## src/rtl/fir_mac_scheduler_pkg.sv

```systemverilog
// Shared types and defaults for the two-channel FIR MAC scheduler.
package fir_sched_pkg;

    localparam int unsigned NTapsDefault = 32;
    localparam int unsigned TapWDefault  = 5;

    typedef enum logic [1:0] {
        StIdle,
        StShift,
        StMac,
        StDone
    } state_e;

    typedef logic [0:0] ch_idx_t;

endpackage

```

## src/rtl/fir_mac_scheduler_if.sv

```systemverilog
// Sample-strobe inputs and MAC datapath control outputs of the scheduler.
interface fir_mac_scheduler_if #(
    parameter int unsigned TAP_W = fir_sched_pkg::TapWDefault
);
    import fir_sched_pkg::*;

    logic             sample0;
    logic             sample1;
    logic             ovr_clr;
    ch_idx_t          ch_sel;
    logic             shift_en0;
    logic             shift_en1;
    logic             acc_clr;
    logic             acc_en;
    logic [TAP_W-1:0] tap_idx;
    logic             oe0;
    logic             oe1;
    logic             busy;
    logic             ovr0;
    logic             ovr1;

    modport master (
        output sample0, sample1, ovr_clr,
        input  ch_sel, shift_en0, shift_en1, acc_clr, acc_en, tap_idx,
        input  oe0, oe1, busy, ovr0, ovr1
    );

    modport slave (
        input  sample0, sample1, ovr_clr,
        output ch_sel, shift_en0, shift_en1, acc_clr, acc_en, tap_idx,
        output oe0, oe1, busy, ovr0, ovr1
    );

endinterface

```

## src/rtl/fir_mac_scheduler_tap_counter.sv

```systemverilog
// Tap index counter: counts 0..NTAPS-1 while enabled, wrapping at terminal count.
module fir_tap_counter
    import fir_sched_pkg::*;
#(
    parameter int unsigned NTAPS = NTapsDefault,
    parameter int unsigned TAP_W = TapWDefault
) (
    input  logic             clk,
    input  logic             reset,
    input  logic             en_i,
    input  logic             clr_i,
    output logic [TAP_W-1:0] count_o,
    output logic             tc_o
);

    localparam logic [TAP_W-1:0] LastIdx = TAP_W'(NTAPS - 1);

    logic [TAP_W-1:0] count_q, count_d;

    assign count_o = count_q;
    assign tc_o    = (count_q == LastIdx);

    always_comb begin
        count_d = count_q;
        if (clr_i) begin
            count_d = '0;
        end else if (en_i) begin
            count_d = tc_o ? '0 : count_q + 1'b1;
        end
    end

    always_ff @(posedge clk) begin
        if (reset) begin
            count_q <= '0;
        end else begin
            count_q <= count_d;
        end
    end

endmodule

```

## src/rtl/fir_mac_scheduler.sv

```systemverilog
// Shares one MAC between two FIR channels: round-robin grant, per-channel
// pending/overrun tracking and a SHIFT -> MAC x NTAPS -> DONE service sequence.
module fir_mac_scheduler
    import fir_sched_pkg::*;
#(
    parameter int unsigned NTAPS = NTapsDefault,
    parameter int unsigned TAP_W = TapWDefault
) (
    input  logic                 clk,
    input  logic                 reset,
    fir_mac_scheduler_if.slave   bus
);

    state_e     state_q, state_d;
    logic [1:0] pend_q, pend_d;
    logic [1:0] ovr_q, ovr_d;
    ch_idx_t    last_q, last_d;
    ch_idx_t    ch_q, ch_d;

    logic [1:0] sample;
    logic [1:0] req;
    logic [1:0] grant;
    ch_idx_t    gnt_ch;
    logic       cnt_en;
    logic       cnt_clr;
    logic       cnt_tc;
    logic [TAP_W-1:0] cnt;

    // A strobe arriving this cycle is already eligible for the grant at this edge.
    assign sample = {bus.sample1, bus.sample0};
    assign req    = pend_q | sample;

    assign cnt_en  = (state_q == StMac);
    assign cnt_clr = (state_q == StShift);

    fir_tap_counter #(
        .NTAPS (NTAPS),
        .TAP_W (TAP_W)
    ) u_tap_counter (
        .clk     (clk),
        .reset   (reset),
        .en_i    (cnt_en),
        .clr_i   (cnt_clr),
        .count_o (cnt),
        .tc_o    (cnt_tc)
    );

    always_comb begin
        state_d = state_q;
        pend_d  = pend_q;
        ovr_d   = ovr_q & ~{2{bus.ovr_clr}};
        last_d  = last_q;
        ch_d    = ch_q;
        grant   = '0;
        gnt_ch  = (req[0] && req[1]) ? ~last_q : ch_idx_t'(req[1]);

        unique case (state_q)
            StIdle, StDone: begin
                if (|req) begin
                    state_d        = StShift;
                    ch_d           = gnt_ch;
                    last_d         = gnt_ch;
                    grant[gnt_ch]  = 1'b1;
                end else begin
                    state_d = StIdle;
                    ch_d    = '0;
                end
            end
            StShift: state_d = StMac;
            StMac: begin
                if (cnt_tc) begin
                    state_d = StDone;
                end
            end
            default: state_d = StIdle;
        endcase

        // Granted: consume the request but keep a same-edge strobe as new pending.
        for (int i = 0; i < 2; i++) begin
            if (grant[i]) begin
                pend_d[i] = pend_q[i] & sample[i];
            end else if (sample[i]) begin
                pend_d[i] = 1'b1;
                ovr_d[i]  = ovr_d[i] | pend_q[i];
            end
        end
    end

    always_ff @(posedge clk) begin
        if (reset) begin
            state_q <= StIdle;
            pend_q  <= '0;
            ovr_q   <= '0;
            last_q  <= 1'b1;
            ch_q    <= '0;
        end else begin
            state_q <= state_d;
            pend_q  <= pend_d;
            ovr_q   <= ovr_d;
            last_q  <= last_d;
            ch_q    <= ch_d;
        end
    end

    assign bus.busy      = (state_q != StIdle);
    assign bus.ch_sel    = ch_q;
    assign bus.shift_en0 = (state_q == StShift) && (ch_q == 1'b0);
    assign bus.shift_en1 = (state_q == StShift) && (ch_q == 1'b1);
    assign bus.acc_clr   = (state_q == StShift);
    assign bus.acc_en    = (state_q == StMac);
    assign bus.tap_idx   = cnt;
    assign bus.oe0       = (state_q == StDone) && (ch_q == 1'b0);
    assign bus.oe1       = (state_q == StDone) && (ch_q == 1'b1);
    assign bus.ovr0      = ovr_q[0];
    assign bus.ovr1      = ovr_q[1];

endmodule

```

## src/flat_wrapper.sv

```systemverilog
// flat-port wrapper written by rule: the top's interface ports become plain ports
module fir_mac_scheduler_flat import fir_sched_pkg::*;
#(
    parameter int unsigned NTAPS = NTapsDefault,
    parameter int unsigned TAP_W = TapWDefault
)
  (clk, reset, bus_sample0, bus_sample1, bus_ovr_clr, bus_ch_sel, bus_shift_en0, bus_shift_en1, bus_acc_clr, bus_acc_en, bus_tap_idx, bus_oe0, bus_oe1, bus_busy, bus_ovr0, bus_ovr1);
  fir_mac_scheduler_if #(.TAP_W(TAP_W)) bus_i ();
  input  logic clk;
  input  logic reset;
  input wire logic [$bits(bus_i.sample0)-1:0] bus_sample0;
  input wire logic [$bits(bus_i.sample1)-1:0] bus_sample1;
  input wire logic [$bits(bus_i.ovr_clr)-1:0] bus_ovr_clr;
  output wire logic [$bits(bus_i.ch_sel)-1:0] bus_ch_sel;
  output wire logic [$bits(bus_i.shift_en0)-1:0] bus_shift_en0;
  output wire logic [$bits(bus_i.shift_en1)-1:0] bus_shift_en1;
  output wire logic [$bits(bus_i.acc_clr)-1:0] bus_acc_clr;
  output wire logic [$bits(bus_i.acc_en)-1:0] bus_acc_en;
  output wire logic [$bits(bus_i.tap_idx)-1:0] bus_tap_idx;
  output wire logic [$bits(bus_i.oe0)-1:0] bus_oe0;
  output wire logic [$bits(bus_i.oe1)-1:0] bus_oe1;
  output wire logic [$bits(bus_i.busy)-1:0] bus_busy;
  output wire logic [$bits(bus_i.ovr0)-1:0] bus_ovr0;
  output wire logic [$bits(bus_i.ovr1)-1:0] bus_ovr1;
  assign bus_i.sample0 = bus_sample0;
  assign bus_i.sample1 = bus_sample1;
  assign bus_i.ovr_clr = bus_ovr_clr;
  assign bus_ch_sel = bus_i.ch_sel;
  assign bus_shift_en0 = bus_i.shift_en0;
  assign bus_shift_en1 = bus_i.shift_en1;
  assign bus_acc_clr = bus_i.acc_clr;
  assign bus_acc_en = bus_i.acc_en;
  assign bus_tap_idx = bus_i.tap_idx;
  assign bus_oe0 = bus_i.oe0;
  assign bus_oe1 = bus_i.oe1;
  assign bus_busy = bus_i.busy;
  assign bus_ovr0 = bus_i.ovr0;
  assign bus_ovr1 = bus_i.ovr1;
  fir_mac_scheduler #(.NTAPS(NTAPS), .TAP_W(TAP_W)) u_core (.clk(clk), .reset(reset), .bus(bus_i));
endmodule
```

## config.mk

```make
export PLATFORM = sky130hd
export DESIGN_NAME = fir_mac_scheduler_flat
export DESIGN_NICKNAME = d
export VERILOG_FILES = /design/src/rtl/fir_mac_scheduler_pkg.sv /design/src/rtl/fir_mac_scheduler_if.sv /design/src/rtl/fir_mac_scheduler_tap_counter.sv /design/src/rtl/fir_mac_scheduler.sv /design/src/flat_wrapper.sv
export SDC_FILE = /design/constraint.sdc
export NUM_CORES = 1
export LEC_CHECK = 0
export ABC_AREA = 1
export CAP_MARGIN = 20
export CORE_MARGIN = 3
export CORE_UTILIZATION = 45
export DETAILED_ROUTE_END_ITERATION = 8
export PLACE_DENSITY = 0.87
export SLEW_MARGIN = 20
export SYNTH_ARGS = -nofsm -noshare
export SYNTH_HDL_FRONTEND = slang
export SYNTH_SLANG_ARGS = --single-unit
```

## constraint.sdc

```tcl
create_clock -name clk -period 1.85 [get_ports clk]
set_input_delay 0.37 -clock clk [delete_from_list [all_inputs] [get_ports clk]]
set_output_delay 0.37 -clock clk [all_outputs]
set_load 0.01 [all_outputs]
```

==> results of run 1 <==
cell families after synthesis:
group	share of synthesized area [%]
and+or+nand+nor	22.0
buffers and inverters	13.3
AOI/OAI and AO/OA	14.6
DFF	37.9
adders and majority gates	10.9
xor gates and xnor gates	1.28
worst max path at each step:
stage	from	to	cells after the start
6_report	u_core.state_q[1]$_SDFFE_PP0P_	bus_acc_clr	3
2_1_floorplan	u_core.u_tap_counter.count_o[0]$_SDFFE_PP0P_	u_core.state_q[0]$_SDFFE_PP0P_	9
3_5_place_dp	u_core.state_q[1]$_SDFFE_PP0P_	bus_shift_en0	5
4_1_cts	u_core.state_q[1]$_SDFFE_PP0P_	bus_shift_en1	5
5_1_grt	u_core.state_q[1]$_SDFFE_PP0P_	bus_acc_clr	3
3_3_place_gp	u_core.state_q[1]$_SDFFE_PP0P_	bus_shift_en0	5
power groups by stage:
stage	Combinational (mW)	Clock [mW]	Sequential (mW)
finish	0.459	0.179	0.399
global route	0.513	0.203	0.412
CTS	0.455	0.181	0.400
detailed placement	0.463	0	0.394
global placement	0.450	0	0.389
floorplan	0.273	0	0.393
layout make-up:
type,instances,area (um^2)
clock buffers,4,26.3
inverters,23,86.3
well taps,15,18.8
multi-input cells,62,350
fillers,114,422
flip-flops and latches,13,265
repair buffers,20,198
per-layer routing:
layer / GRT usage, % / vias to the layer above
met4: 8.77 / 0
met1: 22.8 / 282
met2: 22.3 / 20
li1: - / 346
met5: 0 / -
met3: 5.98 / 0
layout by cell type, fill, tap and decap left out, types with 2 or more instances in the layout:
cell and n:
dlygate4sd2_1 4, nand3_1 3, clkbuf_4 3, a21oi_1 10, inv_2 3, ha_1 4, o21ai_0 5, clkdlybuf4s50_1 13
nor2_1 10, dlymetal6s2s_1 2, inv_1 20, nand2_1 22, dfxtp_1 11
repair_timing:
item / CTS / global route
endpoints found under the setup margin: 7 / 2
resized for setup: 11 / 2
pin swaps: 0 / 0
registers in the layout (all words and copies together) (netlist names):
register and flops:
u_core.pend_q 2, u_core.ovr_q 2, u_core.state_q 2, u_core.bus.ch_sel 1, u_core.u_tap_counter.count_o 5, u_core.last_q 1
through the flow:
step / power (mW) / hold slack, ns
detailed placement: 0.857 / 0.461
global placement: 0.839 / 0.457
CTS: 1.04 / 0.479
finish: 1.04 / 0.469
global route: 1.13 / 0.512
floorplan: 0.666 / 0.476
worst reg2reg max path: stages (launching register included):
cell,delay [ns]
dfxtp_1,0.36
ha_1,0.22
inv_1,0.07
nor3_1,0.05
ha_1,0.22
nor2_4,0.18
inv_2,0.07
o21ai_2,0.10
inv_1,0.06
a21oi_2,0.09
==> impl_metrics.tcl, run 1 <==
set metrics [dict create \
    hold_class "flip-flop to flip-flop" \
    placed_area_um2 898 \
    slowest_delay_ns 0.53 \
    worstSetupPathType "flip-flop to primary output" \
    fmax_mhz 568 \
    pre_cts_ws_ns 0.177 \
    grt_max_degree 9 \
    clock_power_share_pct 17.2 \
    period_needed_ns 1.76 \
    crit_slowest_cell "clkdlybuf4s50_1" \
    postCtsSetupRepairBufs 0 \
    pwr-share-seq_pct 38.5 \
    hold_violations 0 \
    final.setup.tns_ns 0 \
    cap_violations 0 \
    cts.sinks 13 \
    wl_met2_um 652 \
    gp_congestion 0.733 \
    dr.pass1.iters 4 \
    vias_per_cell 4.73 \
    p_int_mw 0.630 \
    crit_buf_inv 2 \
    post-synth-top-count-cell "nand2_1" \
    period_share_pct 95.1 \
    final_max_slew_viol_count 0 \
    die_x_um 45.1 \
    crit_chain "inv_2 -> ha_4 -> clkdlybuf4s50_1" \
    synth_common_cells "nand2_1, inv_1, dfxtp_1, a21oi_1, nor2_1" \
    syn-num-nets 110 \
    wl_met3_um 96 \
    drive_gt1_share_pct 11.5 \
    start_util_pct 50.3 \
    cts_made_buffers 3 \
    n_antenna_cell 0 \
    setup-violations-final 0 \
    cts_tree "built" \
    synthFlopType "dfxtp_1" \
    drt-initial-drc-count 11 \
    final_core_util_pct 69.1 \
    wirelength_um 1450 \
    ios 20 \
    switching_share_pct 39.2 \
    status "finished, final reports clean" \
    drcViolationCount 0 \
    slew_headroom_pct 86.4 \
    h-tree-depth 1 \
    coreArea_mm2 0.00137 \
    netlist_area_um2 687 \
    dp_cells 133 \
    fin_skew_ns 0.00129 \
    grt_pass1_vias 604 \
    startpoint_type "flip-flop" \
    instances_no_fill 137 \
    worstRegToRegCells 9 \
    avgSynthCellArea_um2 6.94 \
    arrival_ns 1.39 \
    p_sw_mw 0.407 \
    async_flop_share_pct 0 \
    final.setup.worst_slack_ns 0.0898 \
    drtAntennaViolNets 0 \
    worstSkewPairLatency_ns 0.27 \
    io_buffers 19 \
    ir_drop_v 0.000656 \
    dieArea_mm2 0.00203 \
    endpoint_kind "primary output" \
    cp_top_family "buffers and inverters" \
    powerDensity_mw_per_mm2 1100 \
    track_usage_pct 16.6 \
    leakage_nw 0.477 \
    globalRoute.totalOverflow 0 \
    wl_met1_um 698 \
    holdBufCountCts 0 \
    grt_pass1_wl_um 2450 \
    dp_hpwl_um 1130 \
    synthCells 99 \
    cp_max_fo 4 \
    antenna_found_initial 0 \
    path_clk_slew_ns 0.08 \
    ys_seq_area_share_pct 37.9 \
    min-delay-start "u_core.ovr_q[1]$_SDFF_PP0_" \
    yosysTopAreaCellShare_pct 37.9 \
    row_count 13 \
    rr_endpoint "u_core.state_q[0]$_SDFFE_PP0P_" \
    crit_required_ns 1.48 \
    final_area_um2 945 \
    yosysWarnings 0 \
    r2r_slack_ns 0.37 \
    areaGrowthSynthToFinish_pct 37.5 \
    synth_cell_types 16 \
    cts-root-buf "clkbuf_4" \
    worstMarginPinSlew_ns 0.203 \
    min_to "u_core.ovr_q[1]$_SDFF_PP0_" \
    synth_top_area_cell "dfxtp_1" \
    routed.top_layer "met3" \
    synth.area.top_cells "dfxtp_1, nand2_1, inv_1" \
    final_nets 134 \
    worstHoldPathCells 2 \
    wl_per_cell_um 10.6 \
    die_y_um 45.1 \
    rsz0062_at_grt "no" \
    vias 648 \
    r2r_start "u_core.u_tap_counter.count_o[0]$_SDFFE_PP0P_" \
    synth-seq-cells 13 \
    combPwrFrac_pct 44.3 \
    clockBufferDepth 2 \
    synth_edf_count 0 \
]
(Power assumes the default switching activity.)
==> run 2: changes to the inputs <==
--- a/config.mk
+++ b/config.mk
@@ -9,8 +9,10 @@
 export CAP_MARGIN = 20
 export CORE_MARGIN = 3
 export CORE_UTILIZATION = 45
+export CTS_CLUSTER_SIZE = 24
 export DETAILED_ROUTE_END_ITERATION = 8
 export PLACE_DENSITY = 0.87
+export SETUP_SLACK_MARGIN = 0.2
 export SLEW_MARGIN = 20
 export SYNTH_ARGS = -nofsm -noshare
 export SYNTH_HDL_FRONTEND = slang
==> run 2 against run 1 <==
Effect of this change:
- sequential power is 3% higher
- utilization is 1.6 points higher
- count of clock-buffer cells in the layout stayed put
- via count is 3.5% higher
- design area is 2.4% higher
- power is 3.5% higher
==> impl_metrics.tcl, run 2 (synthesis results as in run 1) <==
set metrics [dict create \
    ir_drop_v 0.000614 \
    period_needed_ns 1.66 \
    instances_no_fill 139 \
    final.setup.tns_ns 0 \
    drtAntennaViolNets 0 \
    cts.sinks 13 \
    powerDensity_mw_per_mm2 1110 \
    period_share_pct 90.0 \
    clockBufferDepth 2 \
    drcViolationCount 0 \
    vias 671 \
    h-tree-depth 1 \
    row_count 13 \
    final_cell_mix "nand2_1, inv_1, clkdlybuf4s50_1" \
    dp_hpwl_um 1130 \
    drt-initial-drc-count 13 \
    slew_headroom_pct 85.9 \
    dieArea_mm2 0.00203 \
    io_buffers 19 \
    cts_made_buffers 3 \
    status "finished, final reports clean" \
    areaGrowthSynthToFinish_pct 40.8 \
    start_util_pct 50.3 \
    wl_per_cell_um 11.0 \
    leakage_nw 0.474 \
    drive_gt1_share_pct 17.7 \
    n_antenna_cell 0 \
    largest_reg_flops 5 \
    hold_class "flip-flop to flip-flop" \
    final_common_cell "nand2_1" \
    endpoint_kind "primary output" \
    fmax_mhz 601 \
    grt_pass1_wl_um 2450 \
    die_y_um 45.1 \
    final_nets 136 \
    worstSetupPathType "flip-flop to primary output" \
    track_usage_pct 16.6 \
    wirelength_um 1530 \
    dr.pass1.iters 4 \
    dp_cells 133 \
    cts_tree "built" \
    ios 20 \
    arrival_ns 1.29 \
    fin_skew_ns 0.00179 \
    rsz0062_at_grt "yes" \
    final.setup.worst_slack_ns 0.185 \
    vias_per_cell 4.83 \
    crit_required_ns 1.48 \
    die_x_um 45.1 \
    cp_max_fo 5 \
    startpoint_type "flip-flop" \
    worstSkewPairLatency_ns 0.28 \
    grt_pass1_vias 604 \
    hold_violations 0 \
    worstMarginPinSlew_ns 0.209 \
    cap_violations 0 \
    pre_cts_ws_ns 0.177 \
    path_clk_slew_ns 0.08 \
    globalRoute.totalOverflow 0 \
    setup-violations-final 0 \
    grt_max_degree 9 \
    final_max_slew_viol_count 0 \
    gp_congestion 0.733 \
    coreArea_mm2 0.00137 \
    antenna_found_initial 0 \
    cts-root-buf "clkbuf_4" \
]
==> run 2: cell count changes in the layout (fill, tap and decap cells not counted) <==
cell	delta
inv_1	-1
clkdlybuf4s15_1	+1
dfxtp_1	-3
clkinvlp_4	+1
clkbuf_2	+2
dlymetal6s2s_1	-1
dfxtp_2	+2
ha_4	+1
dfxtp_4	+1
ha_2	-1
clkdlybuf4s50_1	-2
buf_4	+2
==> run 2: worst max-delay path, stage by stage, from the launching register on <==
cell and delay (ns):
dfxtp_4 0.39, clkinvlp_4 0.14, ha_4 0.20, dlygate4sd2_1 0.29
==> run 2: through the flow <==
stage	power, mW	cell area (um^2)	utilization [%]	hold slack (ns)
2_1_floorplan	0.666	687	-	0.476
3_3_place_gp	0.839	898	65.8	0.457
3_5_place_dp	0.857	898	65.8	0.461
4_1_cts	1.03	938	68.7	0.479
5_1_grt	1.16	967	70.8	0.512
6_report	1.07	967	70.8	0.469
==> run 2: layout make-up <==
type	count	area, um^2
Timing Repair Buffer	22	200
Sequential cell	13	272
Clock buffer	4	26.3
Tap cell	15	18.8
Multi-Input combinational cell	62	360
Inverter	23	90.1
Fill cell	109	399
==> run 2: path summary, 6_finish.rpt <==
kind	startpoint	end	slack, ns	cells after the start
min reg2reg	u_core.ovr_q[1]$_SDFF_PP0_	u_core.ovr_q[1]$_SDFF_PP0_	0.47	2
min	u_core.ovr_q[1]$_SDFF_PP0_	u_core.ovr_q[1]$_SDFF_PP0_	0.47	2
max	u_core.state_q[0]$_SDFFE_PP0P_	bus_acc_en	0.19	3
max reg2reg	u_core.u_tap_counter.count_o[1]$_SDFFE_PP0P_	u_core.state_q[0]$_SDFFE_PP0P_	0.37	8
==> run 2: timing repair <==
| action | CTS | global route |
|---|---|---|
| resized for setup | 15 | 11 |
| hold buffers | 0 | 0 |
| setup endpoints to repair | 7 | 9 |
| buffers inserted | 0 | 2 |
| endpoints found under the hold margin | 0 | 0 |
==> run 2: power breakdown <==
part           total [mW]  switching [mW]  internal (mW)
registers           0.411          0.0614          0.350
clock network       0.179          0.0955         0.0836
logic               0.484           0.271          0.213
total                1.07           0.428          0.646
==> run 2: layer usage <==
layer	routed length [um]	vias up	track usage [%]
li1	-	350	-
met1	723	296	22.9
met2	690	21	22.3
met3	97	4	5.98
met4	17	0	8.77
met5	0	-	0
==> run 3: changes to the inputs <==
--- a/config.mk
+++ b/config.mk
@@ -9,10 +9,10 @@
 export CAP_MARGIN = 20
 export CORE_MARGIN = 3
 export CORE_UTILIZATION = 45
+export CTS_CLUSTER_DIAMETER = 50
 export CTS_CLUSTER_SIZE = 24
 export DETAILED_ROUTE_END_ITERATION = 8
 export PLACE_DENSITY = 0.87
-export SETUP_SLACK_MARGIN = 0.2
 export SLEW_MARGIN = 20
 export SYNTH_ARGS = -nofsm -noshare
 export SYNTH_HDL_FRONTEND = slang
==> results of run 3 <==
Final layout, timing and power as in run 1 (identical DEF).
